File: config.mk
export PLATFORM = sky130hd
export DESIGN_NAME = exe_stage
export DESIGN_NICKNAME = d
export VERILOG_FILES = /design/src/rtl/exe_stage_pkg.sv /design/src/rtl/exe_stage_alu.sv /design/src/rtl/exe_stage.sv
export SDC_FILE = /design/constraint.sdc
export NUM_CORES = 1
export LEC_CHECK = 0
export ABC_AREA = 1
export BUFFER_PORTS_ARGS = -buffer_cell sky130_fd_sc_hd__clkbuf_2
export CAP_MARGIN = 20
export CORE_MARGIN = 1
export CORE_UTILIZATION = 56
export DETAILED_ROUTE_END_ITERATION = 12
export HOLD_SLACK_MARGIN = 0.03
export PLACE_DENSITY = 0.86
export SYNTH_ARGS = -nofsm -noshare
export SYNTH_HDL_FRONTEND = slang
export SYNTH_SLANG_ARGS = --single-unit
File: constraint.sdc
create_clock -name clk -period 6.7 [get_ports clk]
set_input_delay 1.005 -clock clk [delete_from_list [all_inputs] [get_ports clk]]
set_output_delay 1.005 -clock clk [all_outputs]
set_load 0.01 [all_outputs]
File: src/rtl/exe_stage_pkg.sv
// Shared definitions for the execute stage: bus widths, ALU opcode bit indices
// and the packed layouts of the decode->execute and execute->memory buses.
package exe_stage_pkg;

    localparam int DS_TO_ES_WD = 148;
    localparam int ES_TO_MS_WD = 71;
    localparam int ES_FWD_WD   = 39;
    localparam int ALU_OP_WD   = 12;

    localparam int OP_ADD  = 0;
    localparam int OP_SUB  = 1;
    localparam int OP_SLT  = 2;
    localparam int OP_SLTU = 3;
    localparam int OP_AND  = 4;
    localparam int OP_NOR  = 5;
    localparam int OP_OR   = 6;
    localparam int OP_XOR  = 7;
    localparam int OP_SLL  = 8;
    localparam int OP_SRL  = 9;
    localparam int OP_SRA  = 10;
    localparam int OP_LUI  = 11;

    typedef struct packed {
        logic                 rf_or_mem;
        logic                 mem_we;
        logic                 rf_we;
        logic [4:0]           dest;
        logic [ALU_OP_WD-1:0] alu_op;
        logic [31:0]          pc;
        logic [31:0]          rkd_value;
        logic [31:0]          alu_src1;
        logic [31:0]          alu_src2;
    } ds_to_es_bus_t;

    typedef struct packed {
        logic        rf_or_mem;
        logic        rf_we;
        logic [4:0]  dest;
        logic [31:0] pc;
        logic [31:0] alu_result;
    } es_to_ms_bus_t;

endpackage

File: src/rtl/exe_stage_alu.sv
// Combinational 32-bit ALU with a one-hot opcode; an all-zero opcode yields 0.
module exe_stage_alu
    import exe_stage_pkg::*;
(
    input  logic [ALU_OP_WD-1:0] alu_op,
    input  logic [31:0]          alu_src1,
    input  logic [31:0]          alu_src2,
    output logic [31:0]          alu_result
);

    logic [4:0]  sa;
    logic [31:0] add_res, sub_res, slt_res, sltu_res;
    logic [31:0] and_res, nor_res, or_res, xor_res;
    logic [31:0] sll_res, srl_res, sra_res;

    always_comb begin
        sa       = alu_src2[4:0];
        add_res  = alu_src1 + alu_src2;
        sub_res  = alu_src1 - alu_src2;
        slt_res  = {31'b0, ($signed(alu_src1) < $signed(alu_src2))};
        sltu_res = {31'b0, (alu_src1 < alu_src2)};
        and_res  = alu_src1 & alu_src2;
        nor_res  = ~(alu_src1 | alu_src2);
        or_res   = alu_src1 | alu_src2;
        xor_res  = alu_src1 ^ alu_src2;
        sll_res  = alu_src1 << sa;
        srl_res  = alu_src1 >> sa;
        sra_res  = $unsigned($signed(alu_src1) >>> sa);
    end

    // AND-OR mux: each opcode bit gates exactly one result onto the output.
    assign alu_result = ({32{alu_op[OP_ADD]}}  & add_res)
                      | ({32{alu_op[OP_SUB]}}  & sub_res)
                      | ({32{alu_op[OP_SLT]}}  & slt_res)
                      | ({32{alu_op[OP_SLTU]}} & sltu_res)
                      | ({32{alu_op[OP_AND]}}  & and_res)
                      | ({32{alu_op[OP_NOR]}}  & nor_res)
                      | ({32{alu_op[OP_OR]}}   & or_res)
                      | ({32{alu_op[OP_XOR]}}  & xor_res)
                      | ({32{alu_op[OP_SLL]}}  & sll_res)
                      | ({32{alu_op[OP_SRL]}}  & srl_res)
                      | ({32{alu_op[OP_SRA]}}  & sra_res)
                      | ({32{alu_op[OP_LUI]}}  & alu_src2);

endmodule

File: src/rtl/exe_stage.sv
// Execute stage: pipeline register, ALU and data-SRAM request for ld.w/st.w.
// Optional macro EXE_FWD_EN adds es_fwd_bus for decode-side forwarding.
module exe_stage
    import exe_stage_pkg::*;
(
    input  logic                   clk,
    input  logic                   rst,
    input  logic                   ds_to_es_valid,
    input  logic [DS_TO_ES_WD-1:0] ds_to_es_bus,
    input  logic                   ms_allow_in,
    output logic                   es_allow_in,
    output logic                   es_to_ms_valid,
    output logic [ES_TO_MS_WD-1:0] es_to_ms_bus,
    output logic                   data_sram_en,
    output logic [3:0]             data_sram_we,
    output logic [31:0]            data_sram_addr,
    output logic [31:0]            data_sram_wdata
`ifdef EXE_FWD_EN
    ,
    output logic [ES_FWD_WD-1:0]   es_fwd_bus
`endif
);

    // Handshake: an instruction moves across a boundary on a clock edge exactly
    // when the upstream valid and the downstream allow_in are both high.
    logic          es_valid;
    logic          es_ready_go;
    logic          es_handoff;
    ds_to_es_bus_t es_bus_r;
    logic [31:0]   alu_result;

    assign es_ready_go    = 1'b1;
    assign es_allow_in    = !es_valid || (es_ready_go && ms_allow_in);
    assign es_to_ms_valid = es_valid && es_ready_go;
    assign es_handoff     = es_valid && ms_allow_in;

    always_ff @(posedge clk or posedge rst) begin
        if (rst) begin
            es_valid <= 1'b0;
            es_bus_r <= '0;
        end else begin
            if (es_allow_in) begin
                es_valid <= ds_to_es_valid;
            end
            if (ds_to_es_valid && es_allow_in) begin
                es_bus_r <= ds_to_es_bus;
            end
        end
    end

    exe_stage_alu u_alu (
        .alu_op     (es_bus_r.alu_op),
        .alu_src1   (es_bus_r.alu_src1),
        .alu_src2   (es_bus_r.alu_src2),
        .alu_result (alu_result)
    );

    assign es_to_ms_bus = {es_bus_r.rf_or_mem, es_bus_r.rf_we, es_bus_r.dest,
                           es_bus_r.pc, alu_result};

    // Request only on the handoff cycle so read data lines up with the memory stage.
    assign data_sram_en    = es_handoff && (es_bus_r.rf_or_mem || es_bus_r.mem_we);
    assign data_sram_we    = {4{es_handoff && es_bus_r.mem_we}};
    assign data_sram_addr  = alu_result;
    assign data_sram_wdata = es_bus_r.rkd_value;

`ifdef EXE_FWD_EN
    assign es_fwd_bus = {es_valid && es_bus_r.rf_we, es_bus_r.rf_or_mem,
                         es_bus_r.dest, alu_result};
`endif

endmodule
* After elaboration in Yosys (flattened, before gate mapping)
Cells that the tools add are included.
Operators by class: add/subtract/negate cells 2, magnitude comparators 2, shift-type cells 3, bitwise gates (word level) 27, reduce and logical (&&, ||, !) cells 7
Operator list (number):
- 32-bit bitwise OR | 12
- 32-bit bitwise AND | 11
- 32-bit by 1-bit bitwise AND with 32-bit output | 2
- 32-bit < comparator | 2
- 32-bit adder | 1
- 32-bit inverter | 1
- 32-bit by 5-bit left shift with 32-bit output | 1
- 32-bit by 5-bit right shift with 32-bit output | 1
- 32-bit by 5-bit >>> shifter with 32-bit output | 1
- 32-bit subtractor | 1
- 32-bit bitwise XOR | 1
- 1-bit logical AND | 4
- 1-bit logical OR | 2
- 1-bit zero test | 1
Word-level totals: register bits 149, bits of input ports 152, logic and storage cells 51

* Longest topological paths before layout
depth after elaboration 13, mapped depth 19

* Modules after synthesis
A second synthesis with hierarchy kept.
Unflattened totals: cells, all modules 2941, area total of the unflattened synthesis 17162.7 um^2
By module, submodules not included:
- exe_stage_alu | times used 1, cells an instance 2183, area an instance 10478.8 um^2, sequential area each 0.0 um^2
- exe_stage | times used 1, cells an instance 758, area an instance 6683.9 um^2, sequential area each 3728.6 um^2

* Least setup slack after synthesis
Ideal clock, no wire load.
path kind reg-to-output, start register es_bus_r[3] (netlist bit), end output es_to_ms_bus[31], arrival time 2.502 ns, required time 5.695 ns, slack 3.193 ns, stages on the path, launching flop included 18, path buffers 4, cells stage by stage dfrtp_1 > inv_2 > buf_2 > buf_1 > ha_1 > clkbuf_2 > nor2_1 > and2_1 > nand2_1 > nand2_1 > nand2_1 > nand2_1 > nand2_1 > nand2_1 > nand2_1 > nand3_1 > nand3_1 > buf_4
On the way: cells in the longest elaborated chain, start to end 13, elaborated cells between the ends (all ways) 21, those cells by class add/sub: 2; shift: 3; bitwise: 16
RTL lines:
- from (decl) | line exe_stage.sv:29 | ds_to_es_bus_t es_bus_r;
- from (signal assigned) | line exe_stage.sv:46 | es_bus_r <= ds_to_es_bus;
- 32-bit adder / 32-bit subtractor (equally long branches) | line exe_stage_alu.sv:18, exe_stage_alu.sv:19
- 32-bit bitwise AND, on equally long branches | line exe_stage_alu.sv:32, exe_stage_alu.sv:33
- 32-bit bitwise OR | line exe_stage_alu.sv:33 | | ({32{alu_op[OP_SUB]}} & sub_res)
- 32-bit bitwise OR | line exe_stage_alu.sv:34 | | ({32{alu_op[OP_SLT]}} & slt_res)
- 32-bit bitwise OR | line exe_stage_alu.sv:35 | | ({32{alu_op[OP_SLTU]}} & sltu_res)
- 32-bit bitwise OR | line exe_stage_alu.sv:36 | | ({32{alu_op[OP_AND]}} & and_res)
- 32-bit bitwise OR | line exe_stage_alu.sv:37 | | ({32{alu_op[OP_NOR]}} & nor_res)
- 32-bit bitwise OR | line exe_stage_alu.sv:38 | | ({32{alu_op[OP_OR]}} & or_res)
- 32-bit bitwise OR | line exe_stage_alu.sv:39 | | ({32{alu_op[OP_XOR]}} & xor_res)
- 32-bit bitwise OR | line exe_stage_alu.sv:40 | | ({32{alu_op[OP_SLL]}} & sll_res)
- 32-bit bitwise OR | line exe_stage_alu.sv:41 | | ({32{alu_op[OP_SRL]}} & srl_res)
- 32-bit bitwise OR (*) | line exe_stage_alu.sv:42 | | ({32{alu_op[OP_SRA]}} & sra_res)
- 32-bit bitwise OR (*) | line exe_stage_alu.sv:43 | | ({32{alu_op[OP_LUI]}} & alu_src2);
- to (decl) | line exe_stage.sv:13 | output logic [ES_TO_MS_WD-1:0] es_to_ms_bus,
Mark *: on every way between the ends. The rest lies on a longest branch, timed or not.

* Worst setup path in the final report
start register es_bus_r[4] (netlist bit), end output data_sram_addr[9]
On the way: cells in the longest elaborated chain, start to end 13, elaborated cells between the ends (all ways) 21, those cells by class add/sub: 2; shift: 3; bitwise: 16
RTL lines:
- 32-bit adder / 32-bit subtractor (equally long branches) | line exe_stage_alu.sv:18, exe_stage_alu.sv:19
- 32-bit bitwise AND, on equally long branches | line exe_stage_alu.sv:32, exe_stage_alu.sv:33
- 32-bit bitwise OR | line exe_stage_alu.sv:33
- 32-bit bitwise OR | line exe_stage_alu.sv:34
- 32-bit bitwise OR | line exe_stage_alu.sv:35
- 32-bit bitwise OR | line exe_stage_alu.sv:36
- 32-bit bitwise OR | line exe_stage_alu.sv:37
- 32-bit bitwise OR | line exe_stage_alu.sv:38
- 32-bit bitwise OR | line exe_stage_alu.sv:39
- 32-bit bitwise OR | line exe_stage_alu.sv:40
- 32-bit bitwise OR | line exe_stage_alu.sv:41
- 32-bit bitwise OR (*) | line exe_stage_alu.sv:42
- 32-bit bitwise OR (*) | line exe_stage_alu.sv:43
- to (decl) | line exe_stage.sv:16 | output logic [31:0] data_sram_addr,
Marks and branches as above.

==> impl_metrics.env <==
export IMPL_syn_avg_cell_area_um2=6.21
export IMPL_fmax_mhz=213
export IMPL_yosys_area_top_type="dfrtp_1"
export IMPL_grt_pass1_vias=17700
export IMPL_fin_skew_ps=16.1
export IMPL_drv_cap=0
export IMPL_first_iter_violations=3288
export IMPL_status="completed"
export IMPL_die_x_um=173
export IMPL_antenna_found_initial=1
export IMPL_seqPwrFrac=0.231
export IMPL_min_from="es_to_ms_bus[58]"
export IMPL_synth_fp_nets=2889
export IMPL_drtAntennaViolNets=0
export IMPL_grt_max_degree=129
export IMPL_cp_end_kind="output port"
export IMPL_syn_inst=2638
export IMPL_max_vdd_ir_drop_v=0.000243
export IMPL_leakagePower_nw=9.53
export IMPL_postCtsSetupRepairBufs=0
export IMPL_setup_violations=0
export IMPL_timing_final_max_slew_violations=0
export IMPL_critPathMaxFanout=16
export IMPL_grtUsageTotal=0.458
export IMPL_startpoint_type="register"
export IMPL_ys_ff_latch=149
export IMPL_synth_top_family_by_area="simple AND/OR/NAND/NOR gates"
export IMPL_slew_limit_headroom=0.270
export IMPL_synth_compound_area_frac=0.114
export IMPL_nets=2984
export IMPL_hpwl_mm=53.9
export IMPL_wire_per_inst_um=22.3
export IMPL_fin_crit_sh=0.701
export IMPL_min_period_ps=4700
export IMPL_cts_made_buffers=17
export IMPL_drc=0
export IMPL_die_height_um=173
export IMPL_holdBufCountCts=0
export IMPL_internal_power_w=0.00244
export IMPL_pre_cts_slack_ps=2800
export IMPL_grt_setup_unrepaired="false"
export IMPL_p_sw_frac=0.524
export IMPL_grt_pass1_wl_mm=104
export IMPL_pwr_share_clk=0.197
export IMPL_path_class="reg -> out"
export IMPL_core_um2=28700
export IMPL_cts_tree="built"
export IMPL_critPathTopFamily="simple AND/OR/NAND/NOR gates"
export IMPL_power_switching_w=0.00269
export IMPL_worstPathRequired_ps=5690
export IMPL_worstSkewPairLatency_ps=450
export IMPL_drt_total_wl_mm=69.8
export IMPL_finalInstanceArea_um2=17700
export IMPL_vias_per_cell=6.12
export IMPL_htree_levels=4
export IMPL_crit_path_start="es_bus_r[4]"
export IMPL_final_util=0.617
export IMPL_cts_root_buf="clkbuf_16"
export IMPL_io_pins=294
export IMPL_synth_edff_count=0
export IMPL_synth_area_um2=16400
export IMPL_post_cts_resized=0
export IMPL_dr_pass1_iters=8
export IMPL_yosysSeqAreaShare=0.228
export IMPL_critPathMostFrequentCell="nand2_1"
export IMPL_hold_class="reg -> reg"
export IMPL_combPwrFrac=0.572
export IMPL_grt_ovfl_total=0
export IMPL_synth_xor_area_share=0.000535
export IMPL_worstMarginPinSlew_ps=1090
export IMPL_setup_slack_ps=2000
export IMPL_setup_tns_ps=0
export IMPL_cpPeakStageDelay_ps=580
export IMPL_r2r_start="es_to_ms_valid"
export IMPL_clk_pin_slew_worst_paths_ps=80
export IMPL_cts_sinks=149
export IMPL_synth_fa_ha_area_frac=0.0766
export IMPL_dominantRegCellSynth="dfrtp_1"
export IMPL_dpl_instance_area_um2=17100
export IMPL_yosys_warnings=0
export IMPL_slowest_stage="o21ai_0"
export IMPL_synth_cell_types=42
export IMPL_drive_gt1_frac=0.157
export IMPL_cts_buffer_depth=2
export IMPL_area_growth_pct=8.18
export IMPL_path_buf_inv=4
export IMPL_portBuffers=293
export IMPL_cp_cell_sequence="buf_4, inv_1, ha_1, inv_1, a21oi_1, nand3_1, nand2_1, nand2_1, o21ai_0, nand2_1, nor2_1, nand2_1, clkbuf_2"
export IMPL_synthTopCellsByArea="dfrtp_1 (23%), nand2_1 (16%), nand3_1 (13%), ha_1 (7.4%), inv_1 (6.6%)"
export IMPL_hold_viol=0
export IMPL_powerDensity_nw_per_um2=290
export IMPL_gp_congestion=1.09
export IMPL_vias=19200
export IMPL_antennaDiodeCount=0
export IMPL_die_area_um2=29900
export IMPL_arrival_ps=3690
export IMPL_yosysTopAreaCellShare=0.228
export IMPL_async_flop_share=1.00
export IMPL_synth_simple_gate_area_frac=0.378
export IMPL_row_count=62
export IMPL_synthMuxAreaShare=0.0502
export IMPL_start_util=0.571
==> registers in the layout (all words and copies together) (netlist names) <==
signal           flops
es_to_ms_valid       1
es_to_ms_bus        39
es_bus_r            77
data_sram_wdata     32
==> layout by cell type, fill, tap and decap left out, types with 11 or more instances in the layout <==
cell / synthesis / final
buf_4: 112 / 18
clkbuf_2: 2 / 293
mux2_2: 73 / 73
nand4_1: 19 / 19
nand2_1: 716 / 715
o21ai_1: 12 / 12
o21bai_1: 11 / 11
clkbuf_16: 0 / 17
nand3_1: 426 / 426
o21ai_0: 70 / 70
dfrtp_1: 149 / 146
and2_1: 18 / 18
nor3_1: 21 / 21
nor2_1: 238 / 238
o211ai_1: 33 / 33
a21oi_1: 164 / 164
inv_1: 289 / 287
ha_1: 97 / 97
==> metrics by stage <==
stage	instances	total power (W)	hold WS, ps
after global routing	3130	0.00538	522
after global placement	3097	0.00393	489
final	3130	0.00513	507
after detailed placement	3098	0.00397	492
after CTS	3130	0.00499	508
after floorplan	2638	0.00314	480
==> worst register-to-register path, cell delays in order, from the launching register on <==
cell,delay (ps)
dfrtp_1,370
nand2_1,130
nand2_4,710
buf_12,530
mux2_2,580
==> layer usage <==
layer / global-route usage / vias to the layer above / share of wire
met5: 0 / - / 0.00013
li1: - / 8683 / -
met1: 0.586 / 8680 / 0.38
met4: 0.315 / 2 / 0.078
met2: 0.685 / 1518 / 0.42
met3: 0.107 / 287 / 0.12
==> power by group through the flow <==
| stage | clock, W | sequential, W | combinational, W |
|---|---|---|---|
| 2_1_floorplan | 0 | 0.00112 | 0.00202 |
| 3_3_place_gp | 0 | 0.00118 | 0.00274 |
| 3_5_place_dp | 0 | 0.00119 | 0.00278 |
| 4_1_cts | 0.00101 | 0.00118 | 0.00280 |
| 5_1_grt | 0.00105 | 0.00119 | 0.00314 |
| 6_report | 0.00101 | 0.00118 | 0.00294 |
==> worst paths after layout <==
check / endpoint / slack [ps] / cells after the start
max reg2reg: data_sram_wdata[3] / 4250 / 4
min reg2reg: es_to_ms_bus[58] / 510 / 1
min: es_to_ms_bus[58] / 510 / 1
max: data_sram_addr[9] / 2000 / 13
max in group asynchronous: es_bus_r[61] / 4530 / 3
min in group asynchronous: es_to_ms_bus[69] / 680 / 2
==> logic make-up (layout without fill, tap and decap cells) <==
family	Yosys count	in the layout
AO/OA/AOI/OAI	329	329
multiplexers	73	73
adder cells (fa/ha/maj)	99	99
AND/OR/NAND/NOR	1457	1457
buffers and inverters	530	638
XOR/XNOR	1	1
flip-flops	149	149
==> synth_stat cells (all sizes together) (3+ instances only) <==
cell	n
nor3	22
nand2	717
o21bai	11
o2111ai	8
inv	292
nor4	3
buf	196
o221ai	6
nor2	240
dfrtp	149
mux2	73
nand3b	7
clkbuf	41
a221oi	4
and2	18
ha	97
o21ai	82
o22ai	8
a211oi	5
and3	3
nand4	19
nand3	426
o211ai	34
a21oi	164
o21a	3
==> final cells by class <==
cell class                 count  area, um2
multi-input combinational   1959      10100
sequential                   149       3730
clock inverter                13        156
tap                          384        480
clock buffer                  19        443
inverter                     293       1100
timing repair buffer         313       1650
fill                        2800      11000
(Power assumes the default switching activity.)
